**config.mk**
```make
export PLATFORM = sky130hd
export DESIGN_NAME = aes_ctr_sched
export DESIGN_NICKNAME = d
export VERILOG_FILES = /design/src/rtl/aes_ctr_sched.sv
export SDC_FILE = /design/constraint.sdc
export NUM_CORES = 1
export LEC_CHECK = 0
export ABC_AREA = 1
export CORE_MARGIN = 4
export CORE_UTILIZATION = 55
export DETAILED_ROUTE_END_ITERATION = 6
export PLACE_DENSITY_LB_ADDON = 0.05
export SYNTH_ARGS = -nofsm -noshare
export SYNTH_HDL_FRONTEND = slang
export SYNTH_SLANG_ARGS = --single-unit
```
**constraint.sdc**
```tcl
create_clock -name clk_i -period 4 [get_ports clk_i]
set_input_delay 0.8 -clock clk_i [delete_from_list [all_inputs] [get_ports clk_i]]
set_output_delay 0.8 -clock clk_i [all_outputs]
set_load 0.02 [all_outputs]
```
**src/rtl/aes_ctr_sched.sv**
```systemverilog
// aes_ctr_sched: owns the 128-bit CTR counter and grants one block per request.
// It arbitrates counter access between software IV writes and the slice-serial
// increment FSM, tracks a block budget and locks up on protocol errors.
// Ports:
//   clk_i, rst_ni (async, active-low)
//   iv_we_i, iv_wdata_i, clear_i     software IV load / clear
//   blk_req_i, blk_ack_o, ctr_o      block grant handshake and counter value
//   num_blks_i, budget_done_o        block budget (0 = unlimited)
//   busy_o, incr_o                   increment status / request to the FSM
//   fsm_ready_i, fsm_alert_i         increment FSM status
//   fsm_slice_idx_i, fsm_slice_o     slice read port for the FSM
//   fsm_slice_i, fsm_we_i            slice write port from the FSM
//   err_o, ctr_wrap_o                sticky error / sticky wrap flag
// Option macro: AES_CTR_SCHED_WRAP_STOP_EN blocks grants after a counter wrap.
module aes_ctr_sched #(
  parameter int unsigned SliceSize = 16,
  parameter int unsigned NumSlices = 8,
  parameter int unsigned SliceIdxW = 3,
  parameter int unsigned BlkCntW   = 16
) (
  input  logic                           clk_i,
  input  logic                           rst_ni,
  input  logic [NumSlices-1:0]           iv_we_i,
  input  logic [SliceSize*NumSlices-1:0] iv_wdata_i,
  input  logic                           clear_i,
  input  logic                           blk_req_i,
  output logic                           blk_ack_o,
  output logic [SliceSize*NumSlices-1:0] ctr_o,
  input  logic [BlkCntW-1:0]             num_blks_i,
  output logic                           budget_done_o,
  output logic                           busy_o,
  output logic                           incr_o,
  input  logic                           fsm_ready_i,
  input  logic                           fsm_alert_i,
  input  logic [SliceIdxW-1:0]           fsm_slice_idx_i,
  output logic [SliceSize-1:0]           fsm_slice_o,
  input  logic [SliceSize-1:0]           fsm_slice_i,
  input  logic                           fsm_we_i,
  output logic                           err_o,
  output logic                           ctr_wrap_o
);

  localparam int unsigned CntW = SliceIdxW + 1;
  localparam logic [CntW-1:0] NumSlicesC = CntW'(NumSlices);

  typedef enum logic [1:0] {
    Idle  = 2'b00,
    Busy  = 2'b01,
    Error = 2'b10
  } state_e;

  state_e state_q, state_d;

  logic [NumSlices-1:0][SliceSize-1:0] ctr_q, ctr_d;
  logic [BlkCntW-1:0] blk_cnt_q, blk_cnt_d;
  logic [CntW-1:0]    exp_idx_q, exp_idx_d;
  logic               clr_pend_q, clr_pend_d;
  logic               wrap_q;

  logic            in_idle, in_busy;
  logic            iv_any, clr_eff;
  logic [CntW-1:0] wr_cnt;
  logic            idx_bad, early_rdy;
  logic            idle_err, busy_err;
  logic            busy_exit, grant;

  assign in_idle = (state_q == Idle);
  assign in_busy = (state_q == Busy);

  assign iv_any  = |iv_we_i;
  // A clear deferred from BUSY takes effect like a fresh clear_i.
  assign clr_eff = clear_i | clr_pend_q;

  // Write count including the write happening this cycle.
  assign wr_cnt = exp_idx_q + CntW'(fsm_we_i);

  assign idx_bad   = fsm_we_i &&
                     ({1'b0, fsm_slice_idx_i} != exp_idx_q);
  assign early_rdy = fsm_ready_i && (wr_cnt < NumSlicesC);

  assign idle_err = in_idle && (fsm_alert_i || fsm_we_i);
  assign busy_err = in_busy &&
                    (fsm_alert_i || idx_bad || early_rdy);

  assign busy_exit = in_busy && !busy_err && fsm_ready_i;

  assign budget_done_o = (num_blks_i != '0) &&
                         (blk_cnt_q >= num_blks_i);

  assign grant = in_idle && !idle_err &&
                 blk_req_i && fsm_ready_i &&
                 !budget_done_o && !iv_any &&
                 !clr_eff && !wrap_q;

  always_ff @(posedge clk_i or negedge rst_ni) begin
    if (!rst_ni) begin
      state_q <= Idle;
    end else begin
      state_q <= state_d;
    end
  end

  always_comb begin
    state_d = state_q;
    unique case (1'b1)
      in_idle: begin
        if (idle_err) begin
          state_d = Error;
        end else if (grant) begin
          state_d = Busy;
        end
      end
      in_busy: begin
        if (busy_err) begin
          state_d = Error;
        end else if (busy_exit) begin
          state_d = Idle;
        end
      end
      default: state_d = Error;
    endcase
  end

  // busy_o covers the grant cycle so it spans the whole increment.
  always_comb begin
    blk_ack_o = 1'b0;
    incr_o    = 1'b0;
    busy_o    = 1'b0;
    err_o     = 1'b0;
    unique case (1'b1)
      in_idle: begin
        blk_ack_o = grant;
        incr_o    = grant;
        busy_o    = grant;
      end
      in_busy: busy_o = 1'b1;
      default: err_o = 1'b1;
    endcase
  end

  always_comb begin
    ctr_d      = ctr_q;
    blk_cnt_d  = blk_cnt_q;
    exp_idx_d  = exp_idx_q;
    clr_pend_d = clr_pend_q;
    if (in_idle && !idle_err) begin
      if (clr_eff) begin
        ctr_d      = '0;
        blk_cnt_d  = '0;
        clr_pend_d = 1'b0;
      end else if (iv_any) begin
        for (int unsigned i = 0; i < NumSlices; i++) begin
          if (iv_we_i[i]) begin
            ctr_d[i] = iv_wdata_i[i*SliceSize +: SliceSize];
          end
        end
      end else if (grant) begin
        exp_idx_d = '0;
        if (!(&blk_cnt_q)) begin
          blk_cnt_d = blk_cnt_q + BlkCntW'(1);
        end
      end
    end
    if (in_busy && !busy_err) begin
      if (fsm_we_i) begin
        ctr_d[fsm_slice_idx_i] = fsm_slice_i;
        exp_idx_d = wr_cnt;
      end
      if (clear_i) begin
        clr_pend_d = 1'b1;
      end
    end
  end

  always_ff @(posedge clk_i or negedge rst_ni) begin
    if (!rst_ni) begin
      ctr_q      <= '0;
      blk_cnt_q  <= '0;
      exp_idx_q  <= '0;
      clr_pend_q <= 1'b0;
    end else begin
      ctr_q      <= ctr_d;
      blk_cnt_q  <= blk_cnt_d;
      exp_idx_q  <= exp_idx_d;
      clr_pend_q <= clr_pend_d;
    end
  end

`ifdef AES_CTR_SCHED_WRAP_STOP_EN
  logic wrap_set, wrap_clr;

  // Wrap is judged on the value the increment leaves behind.
  assign wrap_set = busy_exit && (ctr_d == '0);
  assign wrap_clr = in_idle && !idle_err &&
                    (clr_eff || iv_any);

  always_ff @(posedge clk_i or negedge rst_ni) begin
    if (!rst_ni) begin
      wrap_q <= 1'b0;
    end else if (wrap_clr) begin
      wrap_q <= 1'b0;
    end else if (wrap_set) begin
      wrap_q <= 1'b1;
    end
  end
`else
  assign wrap_q = 1'b0;
`endif

  assign ctr_wrap_o  = wrap_q;
  assign ctr_o       = ctr_q;
  assign fsm_slice_o = ctr_q[fsm_slice_idx_i];

endmodule

```
-- Word level (Yosys, flattened, before mapping)
Index checks and enable logic that the tools add are counted.
Widths: inputs -> output; s select.
- register bits after elaboration: 151
- input port bits: 178
- output and inout bits: 150
- logic and storage cells: 95
- add/subtract/negate cells: 2
- magnitude comparators: 4
- equality and inequality tests: 6
- muxes and demuxes: 40
- bitwise gates (word level): 1
- reduce and logical (&&, ||, !) cells: 30
- operators with widths (kind ; number):
    $mux 128 ; 5
    $mux 16 ; 14
    $bwmux 128 ; 1
    $bmux 16 s3 ; 1
    $demux 16 s3 ; 1
    $mux 4 ; 6
    $add 16x1->16 const B ; 1
    $ge 16x16->1 ; 1
    $reduce_and 16->1 ; 1
    $reduce_bool 16->1 ; 1
    $logic_and 1x1->1 ; 14
    $mux 2 ; 4
    $reduce_or 8->1 ; 1
    $mux 1 ; 6
    $ne 3x1->1 const B ; 2
    $logic_not 1->1 ; 5
    $add 4x1->4 ; 1
    $lt 3x4->1 const B ; 1
    $lt 4x4->1 const B ; 1
    $ne 3x4->1 ; 1
    $pmux 2 s2 ; 1
    $reduce_and 4->1 ; 1
    $ge 3x1->1 const B ; 1
    $logic_or 1x1->1 ; 3
    9 further kinds ; 9

-- Logic depth before layout (Yosys ltp)
Gate-level depths: netlist of the first run.
- depth after elaboration: 15
- depth in mapped cells: 17
- gate-level depth less buffers: 16

-- Worst setup path after synthesis of the first run
Ideal clock, no wire load.
- path type: in2out
- start point: input num_blks_i[7]
- end point: output incr_o
- arrival: 2.284 ns
- required time: 3.200 ns
- path slack: 0.916 ns
- stages on the path: 14
- path buffers: 1
- cells stage by stage: inv_1 ha_1 nand2_1 inv_1 nand2_1 nand2_1 nor2_1 nand2_1 nand2_1 nand2_1 nand2_1 nand2_1 nor2_1 buf_4
- longest elaborated chain between the ends: 7
- elaborated cells between the ends (all ways): 8
- classes of those cells: order compare: 1; mux: 1; reduce/logical: 6
- RTL lines (element ; line ; source):
    start, declared ; 29 ; input logic [BlkCntW-1:0] num_blks_i,
    $ge 16x16->1 or $reduce_bool 16->1 (tied branches) ; 88, 87 ;
    $logic_and 1x1->1 * ; 87 ; assign budget_done_o = (num_blks_i != '0) &&
    $logic_not 1->1 * ; 92 ; !budget_done_o && !iv_any &&
    $logic_and 1x1->1 * ; 91 ; blk_req_i && fsm_ready_i &&
    $logic_and 1x1->1 * (2 in series) ; 92 ;
    $mux 1 * ; -- ;
    end, declared ; 32 ; output logic incr_o,
Mark *: on every way between the ends. The rest lies on a longest branch, timed or not.

-- Worst setup path after layout of the first run
- start point: input fsm_slice_idx_i[2]
- end point: output fsm_slice_o[7]
- longest elaborated chain between the ends: 2
- RTL lines (element ; line ; source):
    start, declared ; 35 ; input logic [SliceIdxW-1:0] fsm_slice_idx_i,
    $bmux 16 s3 ; 212 ; assign fsm_slice_o = ctr_q[fsm_slice_idx_i];
    $mux 16 (implied by the code) ; 212 ;
    end, declared ; 36 ; output logic [SliceSize-1:0] fsm_slice_o,
No other way between the ends. The select of a mux whose other input is x is not followed.

==> impl_summary.txt, run 1 <==
----------------------------------------------------
[Route]
  1st-pass router iterations ... 7
  Average wire per cell in the routed design ... ~20 um
  ANT nets after route ... 0
  Vias per cell ... about 5.9
  Post-route met1 wirelength ... 20.5 mm
  Met2 Wirelength ... 24.5 mm
  Top routing layer used ... met4
  Via Count ... approximately 17000
  Post-route DRC violation count ... 1
  Metal3 WL ... 7.18 mm
  Detailed Route WL ... about 56 mm
  Iteration-0 DRC Markers ... around 2400

[Synthesis]
  Number of synthesized flops with an enable pin ... 0
  Largest area contributor in the synthesized netlist ... sky130_fd_sc_hd__dfrtp_1
  Synthesized instance count ... about 2300
  Average instance area after synthesis ... 5.78 sq um
  Post-synth net total ... around 2500
  Synth warnings ... 0
  Commonest register cell after synthesis ... sky130_fd_sc_hd__dfrtp_1
  Sequential cell area fraction in the yosys report ... between 20% and 30%
  Portion of synthesized cell area occupied by the leading cell type ... about 28%
  Total standard cell area after synthesis ... ~13000 sq um
  Largest cells by area after synthesis ... sky130_fd_sc_hd__dfrtp_1 28%, sky130_fd_sc_hd__nand2_1 28%, sky130_fd_sc_hd__o21ai_0 12%
  Synth unique cells ... 37
  Share of synthesized flip-flops with an asynchronous set or reset ... between 90% and 100%
  Synthesis-stage register bit count ... approximately 150

[Final layout]
  Fraction of layout cells with a size suffix above 1 ... between 3 and 4%
  Most common library cell in the layout ignoring fill and taps ... sky130_fd_sc_hd__nand2_1
  Layout fillers ... roughly 2000
  Final standard cell utilization of the core ... around 73%
  Final-stage net count ... about 2700
  Top library cells by usage in the layout, fill and taps aside ... 992 x sky130_fd_sc_hd__nand2_1, 328 x sky130_fd_sc_hd__o21ai_0, 319 x sky130_fd_sc_hd__clkdlybuf4s50_1
  Area overhead of the layout relative to synthesis ... 29.5%

[Worst setup path]
  Startpoint of the worst-slack reg-to-reg timing path ... state_q[1]$_DFFE_PN0P_
  Max Fanout on Critical Path ... 13
  Req. time, crit path ... between 3000 and 4000 ps
  Arrival time reported for the critical path endpoint ... 3090 ps
  Endpoint of the worst register-to-register path ... ctr_o[58]$_DFF_PN0_
  Worst Setup Start Kind ... primary input
  Critical path start-end classification ... primary input to output port
  Slack of the worst reg-to-reg path ... roughly 1200 ps
  Worst reg-to-reg path cell count ... 14
  Setup crit end kind ... output port

[Clocking]
  Number of buffers created by CTS ... 17
  Number of clock sinks seen by CTS ... 151
  Hold buffers post-CTS ... 0
  Root buffer cell ... sky130_fd_sc_hd__clkbuf_16
  Maximum level of the CTS H-tree ... 4
  Latest clock arrival within the worst-skew pair ... between 400 and 500 ps
  TritonCTS clock tree ... yes
  Clock Pin Slew Worst Setup and Hold Paths ... approximately 70 ps
  Bufs on Longest Clock Path ... 2

[Placement]
  Final weighted congestion in routability-driven placement ... 0.945
  Number of buffers added on ports ... between 300 and 400
  Detailed placer's ending HPWL ... just under 40 mm

[Pwr]
  Power density normalized to cell area ... between 200 and 250 nW/um^2
  Leakage power of the design ... approximately 7.8 nW
  Combinational fraction of design power ... between 15 and 20%
  Switching power summed over all nets ... 1.11 mW
  Relative contribution of sequential cells to total power ... 39.0%
  Net switching share of the total power ... 28.5%
  Clock Power Share ... between 40% and 50%
  Worst IR Drop VDD ... 0.000181 V
  Internal power ... 2.80 mW

[STA]
  Final Hold Vio Count ... 0
  Slew at the pin closest to its max-slew limit ... 1050 ps
  Final sum of negative setup slack ... 0 ps
  Clk_skew ... ~15 ps
  Normalized max-slew margin ... between 20% and 30%
  Max Freq ... about 0.26 GHz
  Final setup violation count ... 0
  Crit path time final ... just under 4000 ps
  Setup repair after global routing missed its margin ... no
  Tcrit/Tclk final ... a little over nine tenths
  Number of pins with negative max-slew slack in the final report ... 0

[Status]
  Outcome ... complete, but fails checks
  Failing checks ... design-rule violations

[Die]
  Initial Utilization ... between 50 and 60%
  Vertical die dimension ... 163 um
  Core footprint ... ~24000 sq um
  Area of the die ... 26700 sq um
  Number of ports placed on the die boundary ... around 330
  Total number of placement rows ... 56
  Chip width ... approximately 160 um

[Min path]
  Type of the worst min-delay path ... primary input to async pin

[GRT]
  Via count of the first global-routing pass ... between 15000 and 20000
  Maximum number of pins on one net before global-route repair ... roughly 190
  Wire length of the first global-routing pass ... ~84 mm
  Global Route Usage Sum ... around two fifths
  Antenna violations before repair ... 3
  Global route overflow ... 0

[Run]
  Total of max-cap violations ... 0

----------------------------------------------------
-- state kept, by name (all words and copies together), names as in the netlist --
register	cells
state_q	2
clr_pend_q	1
blk_cnt_q	16
ctr_o	128
exp_idx_q	4
-- power groups by stage --
stage                     sequential [mW]  combinational, mW  clock [mW]
after floorplan                      1.56              0.260           0
after global placement               1.56              0.618           0
after detailed placement             1.56              0.627           0
after CTS                            1.53              0.631        1.73
after global routing                 1.53              0.685        1.80
final                                1.53              0.645        1.74
-- per-stage QoR --
stage               instances  area, sq um  hold slack, ps  setup WS [ps]  power (mW)
floorplan                2301        13300             474            916        1.82
global placement         2822        16600             506            109        2.17
detailed placement       2822        16600             508           22.7        2.18
CTS                      2854        17200             414           18.4        3.89
global route             2854        17200             444           15.7        4.01
finish                   2855        17200             383            112        3.91
-- synth_stat cells, types with 7 or more instances --
cell type / instances
sky130_fd_sc_hd__inv_1: 154
sky130_fd_sc_hd__buf_1: 29
sky130_fd_sc_hd__ha_1: 18
sky130_fd_sc_hd__nand3_1: 32
sky130_fd_sc_hd__nor3_1: 66
sky130_fd_sc_hd__buf_2: 38
sky130_fd_sc_hd__nand4_1: 10
sky130_fd_sc_hd__o211ai_1: 20
sky130_fd_sc_hd__o21a_1: 16
sky130_fd_sc_hd__o21ai_1: 124
sky130_fd_sc_hd__o2111ai_1: 16
sky130_fd_sc_hd__nor2_1: 162
sky130_fd_sc_hd__o21ai_0: 328
sky130_fd_sc_hd__a21oi_1: 7
sky130_fd_sc_hd__xor2_1: 11
sky130_fd_sc_hd__nand2_1: 992
sky130_fd_sc_hd__buf_6: 10
sky130_fd_sc_hd__dfrtp_1: 151
sky130_fd_sc_hd__clkbuf_1: 73
-- final cells by class --
type / instances / area [sq um] / area share (%)
antenna: 1 / 2.50 / 0.0145
clock buffer: 20 / 447 / 2.60
clock inverter: 12 / 168 / 0.974
inverter: 162 / 608 / 3.53
multi-input combinational: 1831 / 8180 / 47.5
sequential: 151 / 3780 / 22.0
tap: 319 / 399 / 2.32
timing repair buffer: 359 / 3630 / 21.1
-- kinds of logic (layout without fill, tap and decap cells) --
kind of cell    Yosys count  after routing  synth area share (%)
compound gates          512            512                  20.4
flops                   151            151                  28.4
other cells               1              2                0.0282
xor+xnor                 16             16                  1.05
fa+ha+maj                18             18                  1.69
simple gates           1284           1284                  38.2
buf+inv                 319            553                  10.1
-- worst max-delay path, stage by stage --
cell                              delay, ps
sky130_fd_sc_hd__clkdlybuf4s50_1        560
sky130_fd_sc_hd__nand2_1                310
sky130_fd_sc_hd__inv_1                  240
sky130_fd_sc_hd__o21ai_0                120
sky130_fd_sc_hd__o2111ai_1              360
sky130_fd_sc_hd__clkdlybuf4s50_1        690
-- worst max-delay path by stage --
stage | from | endpoint | slack, ps | cells after the start
6_report | fsm_slice_idx_i[2] | fsm_slice_o[7] | 110 | 6
2_1_floorplan | num_blks_i[7] | incr_o | 920 | 14
4_1_cts | num_blks_i[3] | busy_o | 20 | 13
3_3_place_gp | num_blks_i[5] | busy_o | 110 | 15
5_1_grt | fsm_slice_idx_i[2] | fsm_slice_o[11] | 20 | 6
3_5_place_dp | num_blks_i[3] | busy_o | 20 | 13
-- routing by layer --
layer / global-route usage [%] / up-vias
met5: 0 / -
met4: 22.0 / 0
met3: 10.4 / 212
met2: 62.1 / 1177
met1: 52.1 / 7558
li1: - / 7800
-- timing repair --
item / 4_1_cts / 5_1_grt
hold endpoints to repair: 0 / 0
setup endpoints to repair: 0 / 4
setup buffers: 0 / 0
gates resized for setup: 0 / 4
Note: power is estimated with default switching activity, not from simulation.
==> run 2: changes to the inputs <==
Settings changed: RECOVER_POWER from default to 25.
Clock period 4 ns to 4.72 ns, I/O delays scaled along.
==> run 2 against run 1 <==
- the flow finishes with violations (max-capacitance violations, max-slew violations)
- register-to-register slack better by 390 ps
- cell count decreased by 0.18%
- setup slack better by 250 ps
- flip-flop and latch count unchanged
- global-route usage fell by 1.1 points
- critical path type unchanged
- highest routed layer is now met5
- critical path depth increased by 9
- via count is 0.70% lower
==> impl_summary.txt, run 2 (synthesis gave the netlist of run 1 again) <==
----------------------------------------------------
[Clocking]
  Maximum level of the CTS H-tree ... 4
  Number of buffers created by CTS ... 17
  Setup repair bufs after CTS ... 0
  Bufs on Longest Clock Path ... 2
  Clock Pin Slew Worst Setup and Hold Paths ... 60 ps
  Root buffer cell ... sky130_fd_sc_hd__clkbuf_16
  TritonCTS clock tree ... yes
  Number of clock sinks seen by CTS ... around 150
  Hold buffers post-CTS ... 0
  Post-cts resize count ... 0
  Latest clock arrival within the worst-skew pair ... between 400 and 500 ps

[Min path]
  Type of the worst min-delay path ... flop to flop

[Worst setup path]
  Max Fanout on Critical Path ... 5
  Endpoint of the worst register-to-register path ... ctr_o[58]$_DFF_PN0_
  Worst setup path endpoint ... busy_o
  Critical path start-end classification ... primary input to output port
  Req. time, crit path ... approximately 3800 ps
  Worst Setup Start Kind ... primary input
  Sequence of cells on the critical path ... clkdlybuf4s50_1, inv_1, ha_1, nand2_1, inv_1, nand2_1, nand2_1, nor2_1, nand2_1, nand2_1, nand2_1, nand2_1, nand4_1, o21ai_0, clkdlybuf4s50_1
  Crit path max-delay cell type ... sky130_fd_sc_hd__clkdlybuf4s50_1
  Most used cell along the critical path ... sky130_fd_sc_hd__nand2_1
  Worst reg-to-reg path cell count ... 14
  Startpoint of the worst-slack reg-to-reg timing path ... state_q[1]$_DFFE_PN0P_
  Slack of the worst reg-to-reg path ... around 1600 ps
  Arrival time reported for the critical path endpoint ... 3410 ps
  Setup crit end kind ... output port
  Startpoint of the most critical setup path ... num_blks_i[7]
  Largest incremental delay on the critical path ... about 650 ps

[Pwr]
  Leakage power of the design ... about 7.6 nW
  Power density normalized to cell area ... around 190 nW/um^2
  Worst IR Drop VDD ... 0.000178 V
  Net switching share of the total power ... a little under 30%
  Switching power summed over all nets ... between 0.9 and 1 mW
  Clock Power Share ... between 40% and 50%
  Combinational fraction of design power ... between 10% and 20%
  Internal power ... 2.24 mW
  Relative contribution of sequential cells to total power ... 41.0%

[STA]
  Setup repair after global routing missed its margin ... no
  Clk_skew ... ~14 ps
  Final-layout worst hold slack ... around 540 ps
  Crit path time final ... about 4400 ps
  Final setup violation count ... 0
  Final Hold Vio Count ... 0
  Number of pins with negative max-slew slack in the final report ... ~80
  Final sum of negative setup slack ... 0 ps
  Slew at the pin closest to its max-slew limit ... approximately 2200 ps
  Max Freq ... approximately 0.23 GHz
  Tcrit/Tclk final ... between 90% and 100%
  Normalized max-slew margin ... -48.4%

[Die]
  Number of ports placed on the die boundary ... between 300 and 400
  Initial Utilization ... a little under three fifths
  Chip width ... about 160 um
  Core footprint ... 23600 sq um
  Area of the die ... 26700 sq um
  Vertical die dimension ... roughly 160 um
  Total number of placement rows ... between 50 and 60

[Final layout]
  Most common library cell in the layout ignoring fill and taps ... sky130_fd_sc_hd__nand2_1
  Area overhead of the layout relative to synthesis ... 28.1%
  Top library cells by usage in the layout, fill and taps aside ... 992 x sky130_fd_sc_hd__nand2_1, 328 x sky130_fd_sc_hd__o21ai_0, 323 x sky130_fd_sc_hd__clkdlybuf4s50_1
  Flip-flop count of the largest register, all copies and words added ... 128
  Fraction of layout cells with a size suffix above 1 ... under 10%
  Layout fillers ... approximately 2000
  Final-stage net count ... about 2700

[Route]
  Iteration-0 DRC Markers ... approximately 2500
  Via Count ... between 15000 and 20000
  Post-route DRC violation count ... 0
  Detailed Route WL ... about 54 mm
  Vias per cell ... about 5.8
  1st-pass router iterations ... 6
  ANT nets after route ... 0
  Average wire per cell in the routed design ... between 15 and 20 um

[GRT]
  Wire length of the first global-routing pass ... just over 80 mm
  Global Route Usage Sum ... around two fifths
  Antenna violations before repair ... 6
  Global route overflow ... 0
  Maximum number of pins on one net before global-route repair ... about 190
  Via count of the first global-routing pass ... between 10000 and 15000

[Run]
  Total of max-cap violations ... 1

[Placement]
  Final weighted congestion in routability-driven placement ... just under 1
  Number of buffers added on ports ... approximately 330
  Detailed placer's ending HPWL ... between 30 and 40 mm

[Status]
  Failing checks ... max-capacitance violations, max-slew violations
  Outcome ... complete, but fails checks

----------------------------------------------------
[run 2: cell type report]
class                      instances  area (sq um)  area share [%]
timing repair buffer             354          3510            20.6
sequential                       151          3780            22.2
tap                              319           399            2.34
multi-input combinational       1831          8180            48.0
clock buffer                      21           450            2.65
antenna                            2          5.00          0.0294
inverter                         162           608            3.57
clock inverter                    10          98.8           0.580
[run 2: critical path, delay by kind of cell]
kind,cells,cell delay (ps)
fa+ha+maj,1,310
simple gates,9,820
buf+inv,4,1210
compound gates,1,130
[run 2: worst min path at each step]
stage | startpoint | end | slack [ps] | cells past startpoint
2_1_floorplan | exp_idx_q[3]$_DFF_PN0_ | exp_idx_q[3]$_DFF_PN0_ | 470 | 2
3_3_place_gp | exp_idx_q[3]$_DFF_PN0_ | exp_idx_q[3]$_DFF_PN0_ | 520 | 2
3_5_place_dp | exp_idx_q[3]$_DFF_PN0_ | exp_idx_q[3]$_DFF_PN0_ | 520 | 2
4_1_cts | exp_idx_q[3]$_DFF_PN0_ | exp_idx_q[3]$_DFF_PN0_ | 530 | 2
5_1_grt | exp_idx_q[3]$_DFF_PN0_ | exp_idx_q[3]$_DFF_PN0_ | 540 | 2
6_report | exp_idx_q[3]$_DFF_PN0_ | exp_idx_q[3]$_DFF_PN0_ | 540 | 2
[run 2: power by group through the flow]
stage,clock network (mW),logic [mW],registers [mW]
floorplan,0,0.221,1.32
global placement,0,0.515,1.32
detailed placement,0,0.521,1.32
CTS,1.32,0.524,1.29
global route,1.37,0.570,1.29
finish,1.33,0.535,1.29
[run 2: metal layers]
metal	up-vias	part of all wire (%)	GRT usage, %
li1	7794	-	-
met1	7447	38	52.1
met2	1188	43	59.5
met3	196	13	9.24
met4	4	5.6	20.7
met5	-	0.095	0
[run 2: per-stage QoR]
stage	setup WS [ps]	area (sq um)	std cells	utilization [%]	power (mW)
after floorplan	1350	13300	2301	-	1.54
after global placement	449	16500	2817	69.8	1.83
after detailed placement	347	16500	2817	69.8	1.84
after CTS	345	17000	2848	72.1	3.14
after global routing	188	17000	2850	72.1	3.23
final	366	17000	2850	72.1	3.16
